**config.mk**
```make
export PLATFORM = sky130hd
export DESIGN_NAME = pc_fetch_unit
export DESIGN_NICKNAME = d
export VERILOG_FILES = /design/src/rtl/pc_fetch_unit_pkg.sv /design/src/rtl/pc_fetch_unit_stack.sv /design/src/rtl/pc_fetch_unit.sv
export SDC_FILE = /design/constraint.sdc
export NUM_CORES = 1
export LEC_CHECK = 0
export ABC_AREA = 1
export CELL_PAD_IN_SITES_DETAIL_PLACEMENT = 1
export CELL_PAD_IN_SITES_GLOBAL_PLACEMENT = 2
export CORE_MARGIN = 2
export CORE_UTILIZATION = 35
export CTS_CLUSTER_DIAMETER = 100
export DETAILED_ROUTE_END_ITERATION = 12
export GPL_TIMING_DRIVEN = 0
export PLACE_DENSITY_LB_ADDON = 0.1
export REMOVE_ABC_BUFFERS = 1
export SYNTH_ARGS = -nofsm -noshare
export SYNTH_HDL_FRONTEND = slang
export SYNTH_SLANG_ARGS = --single-unit
export TNS_END_PERCENT = 30
```
**constraint.sdc**
```tcl
create_clock -name clk -period 2.75 [get_ports clk]
set_clock_uncertainty 0.15 [all_clocks]
set_input_delay 0.275 -clock clk [delete_from_list [all_inputs] [get_ports clk]]
set_output_delay 0.275 -clock clk [all_outputs]
set_load 0.01 [all_outputs]
```
**src/rtl/pc_fetch_unit_pkg.sv**
```systemverilog
// Shared definitions for the fetch unit: default widths, the NOP encoding,
// jump-target field positions and the pc source selector.
package pc_fetch_unit_pkg;

    localparam int PC_W    = 13;
    localparam int INSTR_W = 14;
    localparam int STACK_D = 8;

    localparam logic [PC_W-1:0]    RESET_PC = 13'h0000;
    localparam logic [INSTR_W-1:0] ISA_NOP  = 14'h0000;

    // goto/call carry an 11-bit target; PCLATH supplies the two page bits above it
    localparam int JMP_FIELD_MSB = 10;
    localparam int JMP_PAGE_MSB  = 4;
    localparam int JMP_PAGE_LSB  = 3;

    typedef enum logic [2:0] {
        PC_SRC_HOLD,
        PC_SRC_INCR,
        PC_SRC_PCL,
        PC_SRC_JUMP,
        PC_SRC_POP
    } pc_src_e;

endpackage

```
**src/rtl/pc_fetch_unit_stack.sv**
```systemverilog
// Circular call/return stack: pointer, saturating fill count, sticky
// overflow/underflow flags and an uncleared entry RAM with a combinational top.
module pc_fetch_unit_stack
    import pc_fetch_unit_pkg::*;
#(
    parameter int WIDTH = PC_W,
    parameter int DEPTH = STACK_D
) (
    input  logic             clk,
    input  logic             rst_n,
    input  logic             push_i,
    input  logic             pop_i,
    input  logic [WIDTH-1:0] push_data_i,
    output logic [WIDTH-1:0] top_o,
    output logic             ovf_o,
    output logic             unf_o
);

    localparam int PW = $clog2(DEPTH);
    localparam logic [PW:0] FULL = DEPTH[PW:0];

    logic [PW-1:0]    ptr_q, ptr_d;
    logic [PW:0]      count_q, count_d;
    logic             ovf_q, ovf_d;
    logic             unf_q, unf_d;
    logic [WIDTH-1:0] mem_q [DEPTH];

    // A pop always wins; a push issued in the same cycle is dropped.
    always_comb begin
        ptr_d   = ptr_q;
        count_d = count_q;
        ovf_d   = ovf_q;
        unf_d   = unf_q;
        if (pop_i) begin
            ptr_d = ptr_q - PW'(1);
            if (count_q == '0) begin
                unf_d = 1'b1;
            end else begin
                count_d = count_q - (PW+1)'(1);
            end
        end else if (push_i) begin
            ptr_d = ptr_q + PW'(1);
            if (count_q == FULL) begin
                ovf_d = 1'b1;
            end else begin
                count_d = count_q + (PW+1)'(1);
            end
        end
    end

    always_ff @(posedge clk or negedge rst_n) begin
        if (!rst_n) begin
            ptr_q   <= '0;
            count_q <= '0;
            ovf_q   <= 1'b0;
            unf_q   <= 1'b0;
        end else begin
            ptr_q   <= ptr_d;
            count_q <= count_d;
            ovf_q   <= ovf_d;
            unf_q   <= unf_d;
        end
    end

    // Entries keep their contents across reset; only the write is held off while in reset.
    always_ff @(posedge clk) begin
        if (rst_n && push_i && !pop_i) begin
            mem_q[ptr_q] <= push_data_i;
        end
    end

    assign top_o = mem_q[ptr_q - PW'(1)];
    assign ovf_o = ovf_q;
    assign unf_o = unf_q;

endmodule

```
**src/rtl/pc_fetch_unit.sv**
```systemverilog
// Program counter, instruction register and return stack feeding the decoder.
// pc is a prefetch pointer: it always addresses the next instruction to fetch.
module pc_fetch_unit
    import pc_fetch_unit_pkg::*;
#(
    parameter int                    PC_WIDTH     = PC_W,
    parameter int                    INSTR_WIDTH  = INSTR_W,
    parameter int                    STACK_DEPTH  = STACK_D,
    parameter logic [PC_WIDTH-1:0]   RESET_VECTOR = RESET_PC
) (
    input  logic                   clk,
    input  logic                   rst_n,
    input  logic                   instr_rd_en,
    input  logic                   instr_flush,
    input  logic                   pc_incr_en,
    input  logic                   pc_j_en,
    input  logic                   stack_push_en,
    input  logic                   stack_pop_en,
    input  logic                   pcl_wr_en,
    input  logic [7:0]             pcl_wr_data,
    input  logic [4:0]             pclath,
    input  logic [INSTR_WIDTH-1:0] pgm_data,
    output logic [PC_WIDTH-1:0]    pgm_addr,
    output logic [INSTR_WIDTH-1:0] instr_current,
    output logic [PC_WIDTH-1:0]    pc,
    output logic                   stack_ovf,
    output logic                   stack_unf
);

    logic [PC_WIDTH-1:0]    pc_q, pc_d;
    logic [INSTR_WIDTH-1:0] ir_q, ir_d;
    logic [PC_WIDTH-1:0]    stack_top;
    pc_src_e                pc_src;

    pc_fetch_unit_stack #(
        .WIDTH (PC_WIDTH),
        .DEPTH (STACK_DEPTH)
    ) u_stack (
        .clk         (clk),
        .rst_n       (rst_n),
        .push_i      (stack_push_en),
        .pop_i       (stack_pop_en),
        .push_data_i (pc_q),
        .top_o       (stack_top),
        .ovf_o       (stack_ovf),
        .unf_o       (stack_unf)
    );

    // Only one pc update per clock: return > goto/call > computed jump > increment.
    always_comb begin
        pc_src = PC_SRC_HOLD;
        if (stack_pop_en) begin
            pc_src = PC_SRC_POP;
        end else if (pc_j_en) begin
            pc_src = PC_SRC_JUMP;
        end else if (pcl_wr_en) begin
            pc_src = PC_SRC_PCL;
        end else if (pc_incr_en) begin
            pc_src = PC_SRC_INCR;
        end

        pc_d = pc_q;
        unique case (pc_src)
            PC_SRC_POP:  pc_d = stack_top;
            PC_SRC_JUMP: pc_d = {pclath[JMP_PAGE_MSB:JMP_PAGE_LSB], ir_q[JMP_FIELD_MSB:0]};
            PC_SRC_PCL:  pc_d = {pclath, pcl_wr_data};
            PC_SRC_INCR: pc_d = pc_q + PC_WIDTH'(1);
            default:     pc_d = pc_q;
        endcase

        ir_d = ir_q;
        if (instr_flush) begin
            ir_d = ISA_NOP;
        end else if (instr_rd_en) begin
            ir_d = pgm_data;
        end
    end

    always_ff @(posedge clk or negedge rst_n) begin
        if (!rst_n) begin
            pc_q <= RESET_VECTOR;
            ir_q <= ISA_NOP;
        end else begin
            pc_q <= pc_d;
            ir_q <= ir_d;
        end
    end

    assign pgm_addr      = pc_q;
    assign pc            = pc_q;
    assign instr_current = ir_q;

endmodule

```
==> impl_summary.txt, run 1 <==
----------------------------------------------------
[Run status]
  Outcome ... completed

[Worst setup path]
  Critical path type ... reg -> reg
  Worst EP arrival ... 2.72 ns
  Dominant delay contributor by cell family on the critical path ... simple AND/OR/NAND/NOR gates
  Cell type with the highest occurrence count on the critical path ... sky130_fd_sc_hd__nand3_1
  Ordered cell list for the critical path ... inv_6, ha_4, xnor2_4, nand3_1, nand3_1, nand3_1, nand2_1, nand2_1
  Worst Path Required ... 2.91 ns
  Type of origin of the critical path ... flip-flop
  Delay contributed by the slowest stage of the critical path ... 0.59 ns
  Maximum fanout count along the critical path ... 55
  Slowest stage cell, crit path ... sky130_fd_sc_hd__dfrtp_2
  Number of buffers and inverters on the critical path ... 1
  Critical path endpoint category ... flip-flop

[Die]
  Starting density of the core ... 35.4%
  Core box area ... 18,500 µm²
  Die area ... 19,900 µm²
  Die Span X ... 141 µm
  Number of placed I/O pins ... 78
  FP Rows ... 50
  Die Height ... 141 µm

[Synthesis]
  Leading register cell type out of synthesis ... sky130_fd_sc_hd__edfxtp_1
  Cell count after synthesis ... 679
  Leading cell types by total area after synthesis ... sky130_fd_sc_hd__edfxtp_1 (48%), sky130_fd_sc_hd__dfrtp_1 (14%), sky130_fd_sc_hd__nand2_1 (8.3%)
  Synth Register Bits ... 140
  Commonest cells in the netlist ... sky130_fd_sc_hd__nand2_1 (145), sky130_fd_sc_hd__edfxtp_1 (104), sky130_fd_sc_hd__nor2_1 (104)
  Seq/Total Area, Yosys ... 61.4%
  Yosys cell types ... 35
  Post-synth EDFFs ... 104
  Mapped Area ... 6560 µm²
  Cell type with the highest aggregate area in the netlist ... sky130_fd_sc_hd__edfxtp_1
  Post-Synthesis Mean Instance Area ... 9.66 µm²
  Portion of synthesized cell area occupied by the leading cell type ... 47.6%
  Ys async rst share ... 25.7%
  Cell with the most instances after synthesis ... sky130_fd_sc_hd__nand2_1
  YS warnings ... 0

[Route]
  Post-detailed-route via-to-cell ratio ... 4.99
  Initial DRC count ... 241
  Routed length per placed instance ... 18.5 µm
  Final routed DRC violation total ... 0
  Total routed wirelength ... 18.3 mm
  First-pass iteration count of the detailed router ... 4
  Number of nets with antenna violations after routing ... 0
  Vias after detailed routing ... 4,955

[Global route]
  Final global-route overflow total ... 0
  Vias in the first global route ... 5,382
  First-pass GRT wire length ... 29.2 mm
  Initial antenna violation count ... 0
  Total global-route track usage ... 19.4%
  Maximum number of pins on one net before global-route repair ... 56

[STA]
  Number of endpoints failing setup at the final stage ... 0
  Min cycle time layout ... 2.56 ns
  Worst hold margin ... 0.253 ns
  Final worst-path cycle share ... 93.0%
  Slew Limit Fails ... 0
  Slew at the pin closest to its max-slew limit ... 0.975 ns
  Highest clock frequency the design can meet ... 0.391 GHz
  Number of hold-slack violations in the final timing report ... 0
  Max-Slew Margin vs Limit ... 34.9%

[Layout]
  Non-filler instance count after layout ... 992
  Share of layout cells above drive strength 1 ... 9.50%
  Total of fill cells in the finished design ... 2,089
  Final design utilization ... 43.9%
  Growth of design area from synthesis to finish ... 23.9%
  Fin area ... 8120 µm²
  Number of nets in the finished design ... 788
  Inserted Diodes ... 0

[Clock network]
  CTS Sinks ... 140
  CTS H-tree lvls ... 4
  CTS tree ... built
  Clock Tree Root ... sky130_fd_sc_hd__clkbuf_16
  Number of buffers created by CTS ... 17
  Clk Latency, worst-skew pair ... 0.42 ns
  Clock tree buffer depth ... 2
  Clk slew on worst S/H paths ... 0.06 ns

[Placement]
  Port buffer count ... 77
  Cell area reported after detailed placement ... 7420 µm²
  Post-DP HPWL ... 11.8 mm
  Routability Congestion ... 0.752
  Cell total after placement ... 953

[Job]
  Number of maximum-capacitance violations ... 0

[Power]
  Worst VDD drop ... 0.488 mV
  Pleak ... 3.21 nW
  Post-layout total power ... 9.09 mW
  P per Cell Area ... 1120 nW/µm²

[Worst hold path]
  Path category of the worst min-delay check ... in -> async

----------------------------------------------------
[where the power goes]
part           switching (mW)  internal [mW]  leakage, nW
clock network           0.881           1.33        0.281
logic                    2.12           1.46         1.54
registers               0.551           2.75         1.39
[path summary, 6_finish.rpt]
kind | slack (ns) | cells past startpoint | from | to
hold / removal | 0.25 | 3 | rst_n | u_stack.ovf_o
hold reg to reg | 0.32 | 2 | u_stack.unf_o | u_stack.unf_o
min in group clk | 0.29 | 3 | pgm_data[8] | instr_current[8]
setup / recovery | 0.19 | 8 | u_stack.ptr_q[0] | pc[10]
setup reg to reg | 0.19 | 8 | u_stack.ptr_q[0] | pc[10]
max in group asynchronous | 2.00 | 3 | rst_n | pc[11]
[final cells by class]
| type | instances | area, µm² | share of cell area [%] |
|---|---|---|---|
| clock inverters | 10 | 91.3 | 1.12 |
| flip-flops and latches | 140 | 4030 | 49.5 |
| well taps | 234 | 293 | 3.60 |
| repair buffers | 87 | 896 | 11.0 |
| multi-input cells | 435 | 2090 | 25.7 |
| clock buffers | 21 | 480 | 5.91 |
| inverters | 65 | 249 | 3.06 |
[kinds of logic after synthesis]
family	Yosys count	share of synthesized area [%]
simple gates	345	22.1
flops	140	61.4
buf+inv	104	7.76
compound gates	75	6.07
xor+xnor	8	1.30
fa+ha+maj	6	1.26
mux	1	0.172
[per-stage QoR]
| stage | setup TNS (ns) | setup WS [ns] |
|---|---|---|
| after floorplan | -8.17 | -0.642 |
| after global placement | -201.92 | -2.95 |
| after detailed placement | -15.09 | -0.643 |
| after CTS | 0 | 0.0656 |
| after global routing | -0.0208 | -0.0208 |
| final | 0 | 0.192 |
[layer usage]
layer	vias to the layer above	wire [µm]	GRT usage, %
met4	0	85	4.53
met2	105	9010	33.1
li1	2381	-	-
met3	6	770	5.06
met1	2463	8440	24.9
met5	-	0	0
[state kept, by name, indices dropped and copies added, names as in the netlist]
register	count
u_stack.ovf_o	1
instr_current	14
u_stack.ptr_q	3
pc	13
u_stack.unf_o	1
u_stack.mem_q	104
u_stack.count_q	4
[what timing repair did]
item,CTS,global route
pin swaps,0,1
hold buffers,2,0
gates resized for setup,4,0
endpoints found under the hold margin,36,0
setup endpoints to repair,13,9
setup buffers,1,5
[tightest hold or removal path: cells and delay by family]
kind / cells / cell delay (ns)
buffers and inverters: 3 / 0.92
[cell usage in the layout, fill, tap and decap left out, types with 2 or more instances in the layout]
cell,n
sky130_fd_sc_hd__edfxtp_1,104
sky130_fd_sc_hd__xnor2_1,2
sky130_fd_sc_hd__inv_2,6
sky130_fd_sc_hd__clkinvlp_4,2
sky130_fd_sc_hd__buf_4,5
sky130_fd_sc_hd__o21ai_1,2
sky130_fd_sc_hd__nand3b_1,2
sky130_fd_sc_hd__o211ai_1,4
sky130_fd_sc_hd__nand4_1,4
sky130_fd_sc_hd__clkbuf_8,4
sky130_fd_sc_hd__inv_1,58
sky130_fd_sc_hd__nand3_2,2
sky130_fd_sc_hd__o21ai_0,56
sky130_fd_sc_hd__nor3_1,3
sky130_fd_sc_hd__or2_2,3
sky130_fd_sc_hd__nand2_1,145
sky130_fd_sc_hd__clkdlybuf4s50_1,76
sky130_fd_sc_hd__dfrtp_1,35
sky130_fd_sc_hd__a21oi_1,10
sky130_fd_sc_hd__nand3_1,78
sky130_fd_sc_hd__nor2_1,96
sky130_fd_sc_hd__nor2_2,9
sky130_fd_sc_hd__clkinv_2,4
sky130_fd_sc_hd__ha_1,4
sky130_fd_sc_hd__nand2_2,2
sky130_fd_sc_hd__buf_12,2
sky130_fd_sc_hd__clkinv_4,3
sky130_fd_sc_hd__xor2_1,4
sky130_fd_sc_hd__clkbuf_16,17
(Power assumes the default switching activity.)
==> run 2, diff against run 1 <==
--- a/config.mk
+++ b/config.mk
@@ -8,6 +8,7 @@
 export ABC_AREA = 1
 export CELL_PAD_IN_SITES_DETAIL_PLACEMENT = 1
 export CELL_PAD_IN_SITES_GLOBAL_PLACEMENT = 2
+export CORE_ASPECT_RATIO = 1.5
 export CORE_MARGIN = 2
 export CORE_UTILIZATION = 35
 export CTS_CLUSTER_DIAMETER = 100
@@ -15,6 +16,7 @@
 export GPL_TIMING_DRIVEN = 0
 export PLACE_DENSITY_LB_ADDON = 0.1
 export REMOVE_ABC_BUFFERS = 1
+export SLEW_MARGIN = 20
 export SYNTH_ARGS = -nofsm -noshare
 export SYNTH_HDL_FRONTEND = slang
 export SYNTH_SLANG_ARGS = --single-unit
==> impl_summary.txt, run 2 (synthesis results as in run 1) <==
----------------------------------------------------
[Layout]
  Fin area ... 8200 µm² (+0.94%)
  Most common cell after layout, fill and taps aside ... sky130_fd_sc_hd__nand2_1
  Most frequent cells in the layout ... sky130_fd_sc_hd__nand2_1 (145), sky130_fd_sc_hd__edfxtp_1 (104), sky130_fd_sc_hd__nor2_1 (96), sky130_fd_sc_hd__nand3_1 (78), sky130_fd_sc_hd__clkdlybuf4s50_1 (76)
  Final design utilization ... 44.4% (+0.53 points)
  Inserted Diodes ... 0 (unchanged)
  Number of nets in the finished design ... 789 (+0.13%)
  Share of layout cells above drive strength 1 ... 9.47% (-0.025 points)
  Flip-flop count of the largest register, all copies and words added ... 104 (unchanged)
  Register ranked first by flip-flop count ... u_stack.mem_q
  Growth of design area from synthesis to finish ... 25.0%

[Run status]
  Outcome ... completed

[STA]
  Max-Slew Margin vs Limit ... 40.0% (+5.1 points)
  Slew Limit Fails ... 0 (unchanged)
  Number of endpoints failing setup at the final stage ... 0 (unchanged)
  Slew at the pin closest to its max-slew limit ... 0.898 ns (-0.0764 ns)
  Highest clock frequency the design can meet ... 0.384 GHz (-1.8%)
  RSZ-0062 raised after global routing ... true
  Final critical-path setup slack ... 0.144 ns (-0.0480 ns)
  Min cycle time layout ... 2.61 ns (+0.0480 ns)
  Number of hold-slack violations in the final timing report ... 0 (unchanged)
  Worst hold margin ... 0.100 ns (-0.152 ns)
  Final worst-path cycle share ... 94.8% (+1.7 points)

[Clock network]
  Number of buffers created by CTS ... 17 (unchanged)
  Clock tree buffer depth ... 2 (unchanged)
  CTS H-tree lvls ... 4 (unchanged)
  CTS tree ... built
  Clk slew on worst S/H paths ... 0.07 ns (about the same)
  CTS Sinks ... 140 (unchanged)
  Clock Tree Root ... sky130_fd_sc_hd__clkbuf_16
  Clk Latency, worst-skew pair ... 0.42 ns (about the same)

[Power]
  Share of total power in the clock network ... 24.4% (about the same)
  Switch Pwr ... 3.62 mW (+1.8%)
  Combinational share of power ... 39.3% (about the same)
  Post-layout total power ... 9.16 mW (+0.74%)
  P per Cell Area ... 1120 nW/µm² (-0.20%)
  Flop pwr share ... 36.3% (about the same)
  P_int ... 5.54 mW (about the same)
  Pleak ... 3.21 nW (+0.21%)
  Worst VDD drop ... 0.489 mV (+0.20%)
  Switching share of power ... 39.5% (+0.42 points)

[Worst setup path]
  Logic depth of the worst register-to-register path ... 8 (unchanged)
  Worst Path Required ... 2.63 ns (-0.28 ns)
  Worst reg2reg startpoint ... u_stack.ptr_q[0]
  Worst r2r dst ... pc[12]
  Maximum fanout count along the critical path ... 27 (-51%)
  Critical path origin ... rst_n
  R2r setup slk ... 0.19 ns (about the same)
  Type of origin of the critical path ... input pin
  Critical path endpoint category ... flip-flop
  Worst EP arrival ... 2.49 ns (-0.23 ns)
  Termination of the worst setup path ... u_stack.mem_q[5][8]
  Critical path type ... in -> reg

[Placement]
  Post-DP HPWL ... 12.2 mm (+3.3%)
  Routability Congestion ... 0.768 (+2.2%)
  Port buffer count ... 77 (unchanged)
  Setup slack after placement ... -0.692 ns (-0.0486 ns)
  Cell area reported after detailed placement ... 7510 µm² (+1.2%)

[Global route]
  Maximum number of pins on one net before global-route repair ... 56 (unchanged)
  Vias in the first global route ... 5,538 (+2.9%)
  Global route hottest layer ... met2
  Total global-route track usage ... 20.0% (+0.60 points)
  GR Util met2 ... 36.7% (+3.6 points)
  Met1 Usage GRT ... 22.5% (-2.4 points)
  Final global-route overflow total ... 0 (unchanged)
  GRT met3 Usage ... 3.70% (-1.4 points)
  Initial antenna violation count ... 0 (unchanged)
  First-pass GRT wire length ... 29.6 mm (+1.5%)

[Route]
  Final routed DRC violation total ... 0 (unchanged)
  Routed length per placed instance ... 18.4 µm (-0.34%)
  Vias after detailed routing ... 4,961 (+0.12%)
  Number of nets with antenna violations after routing ... 0 (unchanged)
  Total routed wirelength ... 18.6 mm (+1.7%)
  Post-detailed-route via-to-cell ratio ... 4.90 (-1.9%)
  First-pass iteration count of the detailed router ... 4 (unchanged)
  Initial DRC count ... 197 (-18%)

[Die]
  Die Span X ... 116 µm (-18%)
  Die area ... 19,900 µm² (+0.11%)
  Number of placed I/O pins ... 78 (unchanged)
  FP Rows ... 61 (+22%)
  Die Height ... 172 µm (+22%)
  Core box area ... 18,500 µm² (-0.26%)
  Starting density of the core ... 35.5% (+0.091 points)

[Worst hold path]
  Path category of the worst min-delay check ... in -> async

[Job]
  Number of maximum-capacitance violations ... 0 (unchanged)

----------------------------------------------------
[run 2: changes by cell type in the layout (fill, tap and decap cells not counted), moves of 2 or more]
cell	delta
sky130_fd_sc_hd__clkinvlp_4	+2
sky130_fd_sc_hd__buf_4	-3
sky130_fd_sc_hd__nor2_4	+2
sky130_fd_sc_hd__nor2_2	-2
sky130_fd_sc_hd__buf_8	+3
sky130_fd_sc_hd__inv_6	+3
sky130_fd_sc_hd__clkinv_4	-2
sky130_fd_sc_hd__clkbuf_8	-4
[run 2: final cells by class]
type	instances	area, µm²
repair buffers	88	938
multi-input cells	435	2100
inverters	65	249
fillers	2107	10300
well taps	252	315
clock inverters	14	144
clock buffers	18	429
flip-flops and latches	140	4030
[run 2: how the worst min path moves through the flow]
stage / from / slack [ns] / endpoint
final: rst_n / 0.10 / instr_current[4]
after floorplan: rst_n / -0.17 / instr_current[0]
after detailed placement: rst_n / 0.02 / instr_current[13]
after global placement: u_stack.unf_o / 0.30 / u_stack.unf_o
after global routing: rst_n / 0.13 / instr_current[4]
after CTS: rst_n / 0.09 / instr_current[13]
[run 2: metrics by stage]
| stage | std cells | TNS [ns] |
|---|---|---|
| 2_1_floorplan | 640 | -8.17 |
| 3_3_place_gp | 969 | -207.10 |
| 3_5_place_dp | 975 | -8.54 |
| 4_1_cts | 1012 | 0 |
| 5_1_grt | 1012 | -1.41 |
| 6_report | 1012 | 0 |
[run 2: metal layers]
layer,wire (µm),share of wire [%]
met1,7570,41
met5,0,0
met2,10000,54
met4,436,2.3
met3,576,3.1
[run 2: repair_timing]
item,in CTS,in global routing
endpoints found under the hold margin,36,0
resized for setup,3,3
endpoints found under the setup margin,13,64
buffers inserted,4,0
hold buffers,1,0
pin swaps,1,1
[run 2: critical path, stage by stage]
cell	delay [ns]
sky130_fd_sc_hd__dlygate4sd3_1	0.51
sky130_fd_sc_hd__buf_2	0.27
sky130_fd_sc_hd__buf_12	0.23
sky130_fd_sc_hd__nand2_1	0.07
sky130_fd_sc_hd__nor2_1	0.15
sky130_fd_sc_hd__nand2_1	0.19
sky130_fd_sc_hd__nor2_2	0.74
[run 2: power by group through the flow]
stage / combinational (mW) / clock, mW / sequential [mW]
after global placement: 3.09 / 0 / 3.41
final: 3.60 / 2.24 / 3.33
after CTS: 3.67 / 2.29 / 3.33
after global routing: 4.05 / 2.37 / 3.39
after detailed placement: 3.33 / 0 / 3.36
after floorplan: 1.78 / 0 / 3.28
